===== config.mk =====
export PLATFORM = sky130hd
export DESIGN_NAME = io_port_unit
export DESIGN_NICKNAME = d
export VERILOG_FILES = /design/src/rtl/cpu_io_pkg.sv /design/src/rtl/io_out_fsm.sv /design/src/rtl/io_port_unit.sv
export SDC_FILE = /design/constraint.sdc
export NUM_CORES = 1
export LEC_CHECK = 0
export BUFFER_PORTS_ARGS = -buffer_cell sky130_fd_sc_hd__buf_2
export CORE_MARGIN = 4
export CORE_UTILIZATION = 41
export CTS_BUF_LIST = sky130_fd_sc_hd__clkbuf_4 sky130_fd_sc_hd__clkbuf_8
export CTS_CLUSTER_DIAMETER = 100
export DETAILED_ROUTE_END_ITERATION = 6
export GPL_TIMING_DRIVEN = 0
export HOLD_SLACK_MARGIN = 0.08
export PLACE_DENSITY = 0.91
export SETUP_SLACK_MARGIN = 0.15
export SYNTH_ARGS = -nofsm -noshare
export SYNTH_HDL_FRONTEND = slang
export SYNTH_SLANG_ARGS = --single-unit

===== constraint.sdc =====
create_clock -name clk -period 1.4 [get_ports clk]
set_input_delay 0.14 -clock clk [delete_from_list [all_inputs] [get_ports clk]]
set_output_delay 0.14 -clock clk [all_outputs]
set_load 0.1 [all_outputs]

===== src/rtl/cpu_io_pkg.sv =====
// Shared definitions for the peripheral I/O unit: decoded opcodes,
// output handshake states and the layout of the status word.
package cpu_io_pkg;

    localparam logic [4:0] OP_IN  = 5'b11000;
    localparam logic [4:0] OP_OUT = 5'b11001;

    typedef enum logic {
        O_IDLE = 1'b0,
        O_SEND = 1'b1
    } out_state_e;

    localparam int ST_FGI     = 0;
    localparam int ST_FGO     = 1;
    localparam int ST_DONE    = 2;
    localparam int ST_OVERRUN = 3;

endpackage


===== src/rtl/io_out_fsm.sv =====
// Output-device handshake: holds OUTR and presents it with valid/ready
// until the device accepts it or the controller aborts with rFO.
module io_out_fsm
    import cpu_io_pkg::*;
(
    input  logic       clk,
    input  logic       reset,
    input  logic       out_cmd,
    input  logic       set_fo,
    input  logic       clr_fo,
    input  logic [7:0] wr_byte,
    input  logic       out_ready,
    output logic       out_valid,
    output logic [7:0] out_data,
    output logic       fgo,
    output logic       out_done,
    output logic       out_overrun
);

    out_state_e state_q, state_d;
    logic [7:0] outr_q, outr_d;
    logic       done_q, done_d;
    logic       overrun_q, overrun_d;

    always_ff @(posedge clk or posedge reset) begin
        if (reset) begin
            state_q   <= O_IDLE;
            outr_q    <= 8'h00;
            done_q    <= 1'b0;
            overrun_q <= 1'b0;
        end else begin
            state_q   <= state_d;
            outr_q    <= outr_d;
            done_q    <= done_d;
            overrun_q <= overrun_d;
        end
    end

    always_comb begin
        state_d   = state_q;
        outr_d    = outr_q;
        done_d    = done_q;
        overrun_d = overrun_q;

        // FGO is exactly "a byte is pending", so a write then is an overrun.
        if (out_cmd) begin
            if (state_q == O_SEND) begin
                overrun_d = 1'b1;
            end else begin
                outr_d = wr_byte;
            end
        end

        case (state_q)
            O_IDLE: begin
                if (set_fo) begin
                    state_d = O_SEND;
                    done_d  = 1'b0;
                end
            end
            O_SEND: begin
                if (out_ready) begin
                    state_d = O_IDLE;
                    done_d  = 1'b1;
                end
            end
            default: state_d = O_IDLE;
        endcase

        // Abort overrides a same-cycle device acceptance.
        if (clr_fo) begin
            state_d   = O_IDLE;
            done_d    = 1'b0;
            overrun_d = 1'b0;
        end
    end

    assign out_valid   = (state_q == O_SEND);
    assign out_data    = outr_q;
    assign fgo         = (state_q == O_SEND);
    assign out_done    = done_q;
    assign out_overrun = overrun_q;

endmodule


===== src/rtl/io_port_unit.sv =====
// Peripheral I/O and interrupt unit: input register/flag, interrupt enable,
// registered interrupt request and decode of the controller's I/O commands.
module io_port_unit
    import cpu_io_pkg::*;
#(
    parameter int DW = 16
) (
    input  logic          clk,
    input  logic          reset,
    input  logic          exec,
    input  logic [4:0]    opcode,
    input  logic          rFI,
    input  logic          sFO,
    input  logic          rFO,
    input  logic          ION,
    input  logic          IOF,
    input  logic [DW-1:0] wr_data,
    output logic [DW-1:0] rd_data,
    input  logic          in_valid,
    input  logic [7:0]    in_data,
    output logic          in_ready,
    output logic          out_valid,
    output logic [7:0]    out_data,
    input  logic          out_ready,
    output logic          irq,
    input  logic          irq_ack,
    output logic [3:0]    status
);

    logic [7:0] inpr_q, inpr_d;
    logic       fgi_q, fgi_d;
    logic       ien_q, ien_d;
    logic       irq_q, irq_d;

    logic cmd_out, cmd_rfi, cmd_sfo, cmd_rfo, cmd_ion, cmd_iof;
    logic capture;
    logic fgo, out_done, out_overrun;
    logic unused_wr_high;

    assign cmd_out = exec && (opcode == OP_OUT);
    assign cmd_rfi = exec && rFI;
    assign cmd_sfo = exec && sFO;
    assign cmd_rfo = exec && rFO;
    assign cmd_ion = exec && ION;
    assign cmd_iof = exec && IOF;

    assign capture = in_valid && !fgi_q;

    io_out_fsm u_out_fsm (
        .clk         (clk),
        .reset       (reset),
        .out_cmd     (cmd_out),
        .set_fo      (cmd_sfo),
        .clr_fo      (cmd_rfo),
        .wr_byte     (wr_data[7:0]),
        .out_ready   (out_ready),
        .out_valid   (out_valid),
        .out_data    (out_data),
        .fgo         (fgo),
        .out_done    (out_done),
        .out_overrun (out_overrun)
    );

    always_ff @(posedge clk or posedge reset) begin
        if (reset) begin
            inpr_q <= 8'h00;
            fgi_q  <= 1'b0;
            ien_q  <= 1'b1;
            irq_q  <= 1'b0;
        end else begin
            inpr_q <= inpr_d;
            fgi_q  <= fgi_d;
            ien_q  <= ien_d;
            irq_q  <= irq_d;
        end
    end

    always_comb begin
        inpr_d = inpr_q;
        fgi_d  = fgi_q;
        ien_d  = ien_q;

        // Capture only happens with FGI clear, so it can safely win over rFI.
        if (capture) begin
            inpr_d = in_data;
            fgi_d  = 1'b1;
        end else if (cmd_rfi) begin
            fgi_d = 1'b0;
        end

        if (irq_ack || cmd_iof) begin
            ien_d = 1'b0;
        end else if (cmd_ion) begin
            ien_d = 1'b1;
        end

        irq_d = ien_q && (fgi_q || out_done);
    end

    assign rd_data  = {{(DW-8){1'b0}}, inpr_q};
    assign in_ready = !fgi_q;
    assign irq      = irq_q;

    assign status[ST_FGI]     = fgi_q;
    assign status[ST_FGO]     = fgo;
    assign status[ST_DONE]    = out_done;
    assign status[ST_OVERRUN] = out_overrun;

    assign unused_wr_high = ^wr_data[DW-1:8];

endmodule


== Word-level counts from Yosys, hierarchy flattened ==
Index checks and enable logic that the tools add are counted.
Storage, ports and cells
  output and inout port bits: 31
  register bits after elaboration: 22
Cells by class
  bitwise logic cells: 1
  equal/unequal tests: 3
  mux-type cells: 15
  reduce and logical (&&, ||, !) cells: 18
Operator list (number)
  two-way mux 1 bit: 13
  logical AND 1 bit: 8
  nonzero test 2 bit: 4
  inequality test 3 bit (second input constant): 2
  AND reduction 2 bit: 3
  equality test 5 bit (second input constant): 1
  case mux 1 bit (2 select lines): 2
  logical OR 1 bit: 2
  zero test 1 bit: 1
  NOT 1 bit: 1

== Depth between registers and ports, before layout ==
Gate-level depths: netlist (run 1).
  word-level depth: 4
  gate-level depth with buffers: 3
  gate-level depth less buffers: 3

== Cells and area by module ==
Synthesis (run 1) repeated with hierarchy kept, for this count alone.
Second synthesis, totals
  cell total of the unflattened synthesis: 76
  area, all modules: 1044.8 µm²
Modules (own cells, without submodules)
  io_port_unit: cells an instance 45, area an instance 574.3 µm², seq. area each 276.5 µm², times used 1
  io_out_fsm: cells an instance 31, area an instance 470.5 µm², seq. area each 275.3 µm², times used 1

== Worst setup path before layout (run 1) ==
OpenSTA, ideal clock, no wires.
  path kind: reg2reg
  start: register u_out_fsm.state_q (netlist: u_out_fsm.fgo)
  end: register u_out_fsm.outr_q[0] (netlist: u_out_fsm.out_data[0])
  slack: -328 ps
  data required time: 1275 ps
  buffers on the path: 0
  stages on the path, launching flop included: 3
  data arrival time: 1602 ps
  library setup time: 125 ps
  cell sequence: dfrtp_1 -> nor3_4 -> mux2_2
On the way
  word-level cells in the longest chain between the ends: 2
RTL lines
  from (decl): line io_out_fsm.sv:20  | out_state_e state_q, state_d;
  from (signal assigned): line io_out_fsm.sv:32  | state_q <= state_d;
  NOT 1 bit
  AND reduction 2 bit (no line)
  to (signal assigned): line io_out_fsm.sv:33  | outr_q <= outr_d;
  to (decl): line io_out_fsm.sv:21  | logic [7:0] outr_q, outr_d;
Every way passes these cells.
A chain may end at the register's enable or synchronous reset.

== Final worst setup path (run 1) ==
  start: register fgi_q
  end: register inpr_q[6]
On the way
  word-level cells in the longest chain between the ends: 2
RTL lines
  from (decl): line io_port_unit.sv:31  | logic fgi_q, fgi_d;
  from (signal assigned): line io_port_unit.sv:72  | fgi_q <= fgi_d;
  zero test 1 bit: line io_port_unit.sv:47  | assign capture = in_valid && !fgi_q;
  logical AND 1 bit: line io_port_unit.sv:47
  to (signal assigned): line io_port_unit.sv:71  | inpr_q <= inpr_d;
  to (decl): line io_port_unit.sv:30  | logic [7:0] inpr_q, inpr_d;
Every way passes these cells.

==> results of run 1 <==
area by class of cell:
| type | instances | area share |
|---|---|---|
| tap | 28 | 0.0204 |
| sequential | 22 | 0.329 |
| timing repair buffer | 76 | 0.337 |
| clock inverter | 1 | 0.0175 |
| buffer | 13 | 0.0589 |
| clock buffer | 3 | 0.0131 |
| multi-input combinational | 41 | 0.212 |
| inverter | 4 | 0.0109 |
state kept, by name, indices dropped and copies added (netlist names):
signal / cells
u_out_fsm.out_overrun: 1
irq: 1
fgi_q: 1
u_out_fsm.out_data: 8
ien_q: 1
u_out_fsm.fgo: 1
inpr_q: 8
u_out_fsm.out_done: 1
logic make-up (layout without fill, tap and decap cells):
family,Yosys count,count (layout),share of synthesized area
compound gates,9,9,0.0645
buf+inv,17,97,0.112
flops,22,22,0.569
mux,16,16,0.186
other cells,1,8,0.00387
simple gates,8,8,0.0645
Yosys cell counts, drive strengths merged:
master	instances
a21o	1
a31oi	1
clkbuf	1
nand2	2
dfstp	1
mux2	16
conb	1
inv	4
buf	12
nor3b	1
dfrtp	21
nor3	2
a41o	1
a211oi	1
a21oi	3
nor2b	1
nand4bb	1
nor2	1
o21a	2
cell usage in the layout, fill, tap and decap left out, types with 2 or more instances in the layout:
cell type	instances
inv_1	3
nand2_1	2
clkbuf_4	13
dfrtp_1	11
mux2_4	8
dlygate4sd3_1	20
a21oi_1	3
buf_4	20
dfrtp_2	9
o21a_1	2
buf_12	2
buf_6	5
buf_2	32
mux2_2	8
conb_1	8
worst min path at each step:
stage / from / to / slack, ns / cells after the start
floorplan: reset / fgi_q$_DFFE_PP0P_ / 0.13 / 1
global placement: irq_ack / ien_q$_DFFE_PP1P_ / 0.27 / 2
detailed placement: irq_ack / ien_q$_DFFE_PP1P_ / 0.27 / 2
CTS: exec / ien_q$_DFFE_PP1P_ / 0.09 / 2
global route: exec / ien_q$_DFFE_PP1P_ / 0.12 / 2
finish: exec / u_out_fsm.out_done$_DFFE_PP0P_ / 0.11 / 2
critical path: stages (launching register included):
cell      delay [ns]
dfrtp_2         0.45
nor2b_1         0.14
clkbuf_4        0.22
mux2_2          0.35
metrics by stage:
step                instances  power [W]  TNS (ns)  hold slack [ns]   util
global route              188    0.00297         0            0.116  0.770
detailed placement        162    0.00223    -0.285            0.275  0.589
CTS                       187    0.00282         0           0.0917  0.748
global placement          162    0.00221    -0.130            0.266  0.589
finish                    188    0.00288         0            0.107  0.770
floorplan                  80    0.00202    -0.112            0.128      -
metal layers:
metal  up-vias  share of wire  GRT usage  wire [um]
met5         -              0          0          0
met4         0         0.0042     0.0610         12
met3         2          0.079     0.0414        229
met2        39           0.55      0.343       1600
met1       400           0.36      0.187       1040
li1        404              -          -          -
power breakdown:
part	switching [W]	leakage (nW)	internal [W]	total, W
registers	0.0000791	0.262	0.000768	0.000847
logic	0.00119	0.573	0.000381	0.00157
clock network	0.000182	0.0279	0.000289	0.000471
repair_timing:
action	4_1_cts	5_1_grt
endpoints found under the setup margin	25	31
pin swaps	1	1
hold endpoints to repair	39	0
setup buffers	1	1
hold buffers	20	0
gates resized for setup	26	15
==> flow_metrics.tcl, run 1 <==
set metrics [dict create \
    ant_nets 0 \
    antenna_found_initial 0 \
    area_growth_pct 77.4 \
    pin_count 71 \
    start_util 0.434 \
    hold_viol 0 \
    fmax_ghz 0.798 \
    status "finished clean" \
    layout_setup_ws_ns 0.148 \
    r2r_slack_ns 0.15 \
    crit_path_start "fgi_q$_DFFE_PP0P_" \
    dr.pass1.iters 3 \
    synth.distinct_cells 20 \
    cts_root_buf "clkbuf_4" \
    synth_top_area_frac 0.542 \
    numCtsBuffers 3 \
    numPortBuffers 54 \
    min_period_over_period 0.895 \
    synthesis.area_sq_um 970 \
    n_fill_cell 130 \
    nets 201 \
    grt_pass1_wl_um 4460 \
    multi_input_comb_area_sq_um 365 \
    setup_viol 0 \
    cts-htree-levels 1 \
    rows 17 \
    antenna_cells 0 \
    rr_startpoint "fgi_q$_DFFE_PP0P_" \
    overflow 0 \
    synth.area.top_cells "dfrtp_1 54%, mux2_2 19%, buf_4 9.3%, dfstp_2 2.7%, nand4bb_2 1.7%" \
    stdcell_area_sq_um 1720 \
    endpoint_kind "register" \
    grt_usage 0.179 \
    routed_wl_um 2880 \
    placed_cell_area_sq_um 1320 \
    fin_crit_ns 1.25 \
    coreArea_sq_um 2230 \
    fp.dieArea_sq_um 3210 \
    finalMaxSlewViolations 0 \
    ys_warn_count 0 \
    drive_gt1_frac 0.650 \
    cts_max_path_buffers 2 \
    power_leakage_nw 0.862 \
    hpwlAfterDp_um 1680 \
    rr_worst_depth 3 \
    cp-start-kind "register" \
    power_density_nw_per_um2 1680 \
    routedWlPerCell_um 15.3 \
    fin_skew_ns 0.00751 \
    clock_sinks 22 \
    synth_seq_area_share 0.569 \
    grt_max_degree 23 \
    regArea_sq_um 567 \
    postSynthAreaPerCell_sq_um 13.3 \
    crit_end "inpr_q[6]$_DFFE_PP0P_" \
    cap_violations 0 \
    criticalPathCategory "register to register" \
    die_w_um 56.6 \
    ys_ff_latch 22 \
    drt-initial-drc-count 7 \
    ir_worst_vdd_uv 1470 \
    clk_pin_slew_ns 0.11 \
    hp-class "input pin to register" \
    vias 845 \
    die-height_um 56.6 \
    vias_per_cell 4.49 \
    routabilityCongestion 0.790 \
    worstPathRequired_ns 1.59 \
    grt_pass1_vias 953 \
    synth_top_cell_by_area "dfrtp_1" \
    clkLatencyLatePin_ns 0.30 \
    dp_slack_ns -0.0435 \
    rr_endpoint "inpr_q[6]$_DFFE_PP0P_" \
    rsz0062_at_grt "yes" \
    path_max_fanout 8 \
    synthCells 73 \
    drcViolationCount 0 \
    critPathArrivalTime_ns 1.44 \
    cts_tree "done" \
]
Note: power is estimated with default switching activity, not from simulation.
==> run 2, diff against run 1 <==
==> constraint.sdc (replaced) <==
create_clock -name clk -period 1.23 [get_ports clk]
set_input_delay 0.123 -clock clk [delete_from_list [all_inputs] [get_ports clk]]
set_output_delay 0.123 -clock clk [all_outputs]
set_load 0.1 [all_outputs]
==> flow_metrics.tcl, run 2 (synthesis results as in run 1) <==
set metrics [dict create \
    fin_util 0.890 \
    rr_startpoint "u_out_fsm.fgo$_DFF_PP0_" \
    dr.pass1.iters 4 \
    rsz0062_at_grt "yes" \
    fin_crit_ns 1.29 \
    endpoint_kind "register" \
    finalMaxSlewViolations 0 \
    cap_violations 0 \
    n_fill_cell 87 \
    grt_max_degree 23 \
    cp-start-kind "register" \
    numPortBuffers 54 \
    hp-class "input pin to async pin" \
    dp_cells 162 \
    nets 207 \
    power_leakage_nw 0.975 \
    overflow 0 \
    area_growth_pct 105 \
    instances_no_fill 194 \
    path_cells "nor3_4, buf_12, mux2_4" \
    holdWs_ns -0.0584 \
    grt_usage 0.218 \
    criticalPathCategory "register to register" \
    dp_slack_ns -0.177 \
    vias_per_cell 4.78 \
    grt_pass1_vias 1001 \
    cpLargestDelayFamily "flip-flops" \
    hpwlAfterDp_um 1780 \
    power_density_nw_per_um2 1780 \
    antenna_found_initial 0 \
    cts_root_buf "clkbuf_4" \
    slew_headroom 0.458 \
    pin_count 71 \
    layout_common_cells "31 x buf_2, 21 x dlygate4sd3_1, 16 x mux2_4, 15 x buf_4" \
    critical_path_depth 3 \
    ant_nets 0 \
    worstPathRequired_ns 1.43 \
    worst-path-buf-inv 1 \
    clk_pin_slew_ns 0.13 \
    hold_viol 21 \
    min_period_over_period 1.05 \
    stdcell_area_sq_um 1990 \
    holdBufCountCts 21 \
    ir_worst_vdd_uv 1430 \
    tightest_slew_ns 0.812 \
    rows 17 \
    routedWlPerCell_um 18.6 \
    numCtsBuffers 3 \
    vias 928 \
    multi_input_comb_area_sq_um 417 \
    cts_tree "done" \
    path_max_fanout 8 \
    antenna_cells 0 \
    die-height_um 56.6 \
    setup_viol 12 \
    final_common_cell "buf_2" \
    placed_cell_area_sq_um 1360 \
    layout_setup_ws_ns -0.0624 \
    drcViolationCount 0 \
    critPathArrivalTime_ns 1.50 \
    rr_worst_depth 3 \
    routed_wl_um 3610 \
    die_w_um 56.6 \
    drive_gt1_frac 0.681 \
    slowest_delay_ns 0.53 \
    routabilityCongestion 0.776 \
    clkLatencyLatePin_ns 0.31 \
    fin_skew_ns 0.00832 \
    drt-initial-drc-count 22 \
    cpMaxStageDelayCell "dfrtp_4" \
    fp.dieArea_sq_um 3210 \
    grt_pass1_wl_um 5270 \
    cts-htree-levels 1 \
    start_util 0.434 \
    violations "hold timing, setup timing" \
    regArea_sq_um 567 \
    fin_tns_setup_ns -0.591 \
    clock_sinks 22 \
    r2r_slack_ns -0.06 \
    crit_path_start "u_out_fsm.fgo$_DFF_PP0_" \
    cts_max_path_buffers 2 \
    status "finished, violations left" \
    coreArea_sq_um 2230 \
    fmax_ghz 0.774 \
]
==> run 2: cell count changes in the layout (fill, tap and decap cells not counted), moves of 5 or more <==
cell | previous run | this run
clkbuf_4 | 13 | 3
buf_12 | 2 | 11
mux2_2 | 8 | 0
mux2_4 | 8 | 16
buf_6 | 5 | 11
buf_8 | 0 | 6
buf_4 | 20 | 15
==> run 2: power breakdown <==
part | total [W] | leakage (nW) | switching [W] | internal [W]
combinational | 0.00211 | 0.693 | 0.00140 | 0.000710
sequential | 0.00103 | 0.262 | 0.000151 | 0.000876
clock | 0.000407 | 0.0210 | 0.000226 | 0.000181
total | 0.00354 | 0.975 | 0.00177 | 0.00177
==> run 2: layout make-up <==
cell class                      count  area share
Timing Repair Buffer               82       0.400
Sequential cell                    22       0.285
Multi-Input combinational cell     41       0.210
Buffer                             13      0.0585
Clock buffer                        4      0.0183
Tap cell                           28      0.0176
Inverter                            4      0.0107
==> run 2: per-layer routing <==
layer / GRT usage / vias to the layer above / wire, um
li1: - / 418 / -
met1: 0.278 / 452 / 1570
met2: 0.391 / 47 / 1680
met3: 0.0299 / 11 / 281
met4: 0.0407 / 0 / 81
met5: 0 / - / 0
==> run 2: final timing paths <==
path / endpoint
max: u_out_fsm.out_data[4]$_DFFE_PP0P_
min: inpr_q[3]$_DFFE_PP0P_
max reg2reg: u_out_fsm.out_data[4]$_DFFE_PP0P_
min reg2reg: irq$_DFF_PP0_
max in group asynchronous: u_out_fsm.fgo$_DFF_PP0_
min in group clk: u_out_fsm.out_done$_DFFE_PP0P_
==> run 2: stage by stage <==
step | power [W] | hold WS, ns
global placement | 0.00257 | 0.249
finish | 0.00354 | -0.0584
detailed placement | 0.00260 | 0.259
floorplan | 0.00235 | 0.111
global route | 0.00364 | -0.00684
CTS | 0.00334 | -0.0231
==> run 2: what timing repair did <==
action / CTS / global route
gates resized for setup: 70 / 21
pin swaps: 1 / 1
endpoints found under the setup margin: 39 / 34
hold endpoints to repair: 39 / 21
buffers inserted: 6 / 1
==> run 3, diff against run 2 <==
--- a/config.mk
+++ b/config.mk
@@ -6,6 +6,8 @@
 export NUM_CORES = 1
 export LEC_CHECK = 0
 export BUFFER_PORTS_ARGS = -buffer_cell sky130_fd_sc_hd__buf_2
+export CAP_MARGIN = 20
+export CORE_ASPECT_RATIO = 0.8
 export CORE_MARGIN = 4
 export CORE_UTILIZATION = 41
 export CTS_BUF_LIST = sky130_fd_sc_hd__clkbuf_4 sky130_fd_sc_hd__clkbuf_8
==> flow_metrics.tcl, run 3 (synthesis results as in run 1) <==
set metrics [dict create \
    status "finished, violations left" \
    violations "hold timing, setup timing" \
    endpoint_kind "register" \
    routed_wl_um 4830 \
    holdBufCountCts 22 \
    rr_endpoint "u_out_fsm.out_data[4]$_DFFE_PP0P_" \
    layout_setup_ws_ns -0.0607 \
    holdWs_ns -0.0678 \
    path_max_fanout 8 \
    slowest_delay_ns 0.54 \
    numCtsBuffers 3 \
    rr_startpoint "u_out_fsm.fgo$_DFF_PP0_" \
    cap_violations 0 \
    cts_root_buf "clkbuf_4" \
    layout_common_cells "31 x buf_2, 22 x dlygate4sd3_1, 22 x buf_12, 18 x buf_4, 16 x mux2_4" \
    min_period_over_period 1.05 \
    path_cells "nor3_4, buf_12, mux2_4" \
    drcViolationCount 0 \
    power_leakage_nw 1.03 \
    vias_per_cell 5.06 \
    antenna_cells 0 \
    drive_gt1_frac 0.674 \
    hold_viol 21 \
    cts_max_path_buffers 2 \
    grt_pass1_wl_um 5090 \
    fmax_ghz 0.775 \
    cp-start-kind "register" \
    cts_tree "done" \
    grt_max_degree 23 \
    rows 15 \
    finalMaxSlewViolations 0 \
    clkLatencyLatePin_ns 0.32 \
    stdcell_area_sq_um 2110 \
    vias 997 \
    tightest_slew_ns 0.797 \
    grt_usage 0.209 \
    dp_slack_ns -0.219 \
    clk_pin_slew_ns 0.13 \
    routedWlPerCell_um 24.5 \
    nets 213 \
    area_growth_pct 117 \
    slew_headroom 0.468 \
    fp.dieArea_sq_um 3210 \
    numPortBuffers 54 \
    ant_nets 0 \
    rr_worst_depth 3 \
    ir_worst_vdd_uv 1920 \
    n_fill_cell 47 \
    power_density_nw_per_um2 1800 \
    routabilityCongestion 0.709 \
    regArea_sq_um 567 \
    grt_pass1_vias 1001 \
    overflow 0 \
    multi_input_comb_area_sq_um 403 \
    worstPathRequired_ns 1.44 \
    fin_crit_ns 1.29 \
    antenna_found_initial 0 \
    die-height_um 51.5 \
    final_common_cell "buf_2" \
    r2r_slack_ns -0.06 \
    clock_sinks 22 \
    criticalPathCategory "register to register" \
    critPathArrivalTime_ns 1.50 \
    placed_cell_area_sq_um 1360 \
    die_w_um 62.4 \
    hp-class "input pin to async pin" \
    fin_skew_ns 0.00792 \
    drt-initial-drc-count 38 \
    coreArea_sq_um 2200 \
    rsz0062_at_grt "yes" \
    pin_count 71 \
    setup_viol 10 \
    cpMaxStageDelayCell "dfrtp_4" \
    cts-htree-levels 1 \
    dr.pass1.iters 4 \
    start_util 0.442 \
]
## run 3: worst max-delay path, delay by kind of cell, from the launching register on
family                 cells  cell delay [ns]
buffers and inverters      1             0.16
muxes                      1             0.31
and+or+nand+nor            1             0.16
DFF                        1             0.54
## run 3: worst max-delay path by stage
stage,from,endpoint,cells after the start
after global placement,opcode[2],u_out_fsm.out_data[0]$_DFFE_PP0P_,4
after CTS,u_out_fsm.fgo$_DFF_PP0_,u_out_fsm.out_data[4]$_DFFE_PP0P_,3
after global routing,u_out_fsm.fgo$_DFF_PP0_,u_out_fsm.out_data[4]$_DFFE_PP0P_,3
final,u_out_fsm.fgo$_DFF_PP0_,u_out_fsm.out_data[4]$_DFFE_PP0P_,3
after detailed placement,opcode[2],u_out_fsm.out_data[4]$_DFFE_PP0P_,4
after floorplan,u_out_fsm.fgo$_DFF_PP0_,u_out_fsm.out_data[0]$_DFFE_PP0P_,2
## run 3: power breakdown
part	internal (W)	total, W	switching [W]
sequential	0.000877	0.00106	0.000185
clock	0.000181	0.000411	0.000230
combinational	0.000885	0.00233	0.00145
total	0.00194	0.00380	0.00186
## run 3: stage by stage
stage | std cells | hold WS, ns | util | power (W) | setup TNS (ns)
after floorplan | 80 | 0.111 | - | 0.00235 | -1.47
after global placement | 159 | 0.246 | 0.617 | 0.00257 | -1.38
after detailed placement | 159 | 0.253 | 0.617 | 0.00261 | -2.04
after CTS | 191 | -0.0350 | 0.870 | 0.00337 | -0.623
after global routing | 197 | -0.0289 | 0.960 | 0.00389 | -0.893
final | 197 | -0.0678 | 0.960 | 0.00380 | -0.482
## run 3: timing repair
item                       4_1_cts  5_1_grt
buffers inserted                 6        6
setup endpoints to repair       39       40
hold endpoints to repair        39       21
resized for setup               72       36
gates cloned                     0        0
pin swaps                        1        1
## run 3: per-layer routing
| metal | track usage | part of all wire | up-vias |
|---|---|---|---|
| met1 | 0.202 | 0.33 | 492 |
| met5 | 0 | 0 | - |
| li1 | - | - | 428 |
| met2 | 0.422 | 0.58 | 63 |
| met3 | 0.0389 | 0.054 | 14 |
| met4 | 0.106 | 0.036 | 0 |
## run 3: cell type report
cell class,count,share of cell area
inverter,4,0.0101
buffer,13,0.0570
timing repair buffer,88,0.441
tap,25,0.0148
multi-input combinational,41,0.191
clock buffer,4,0.0172
sequential,22,0.269
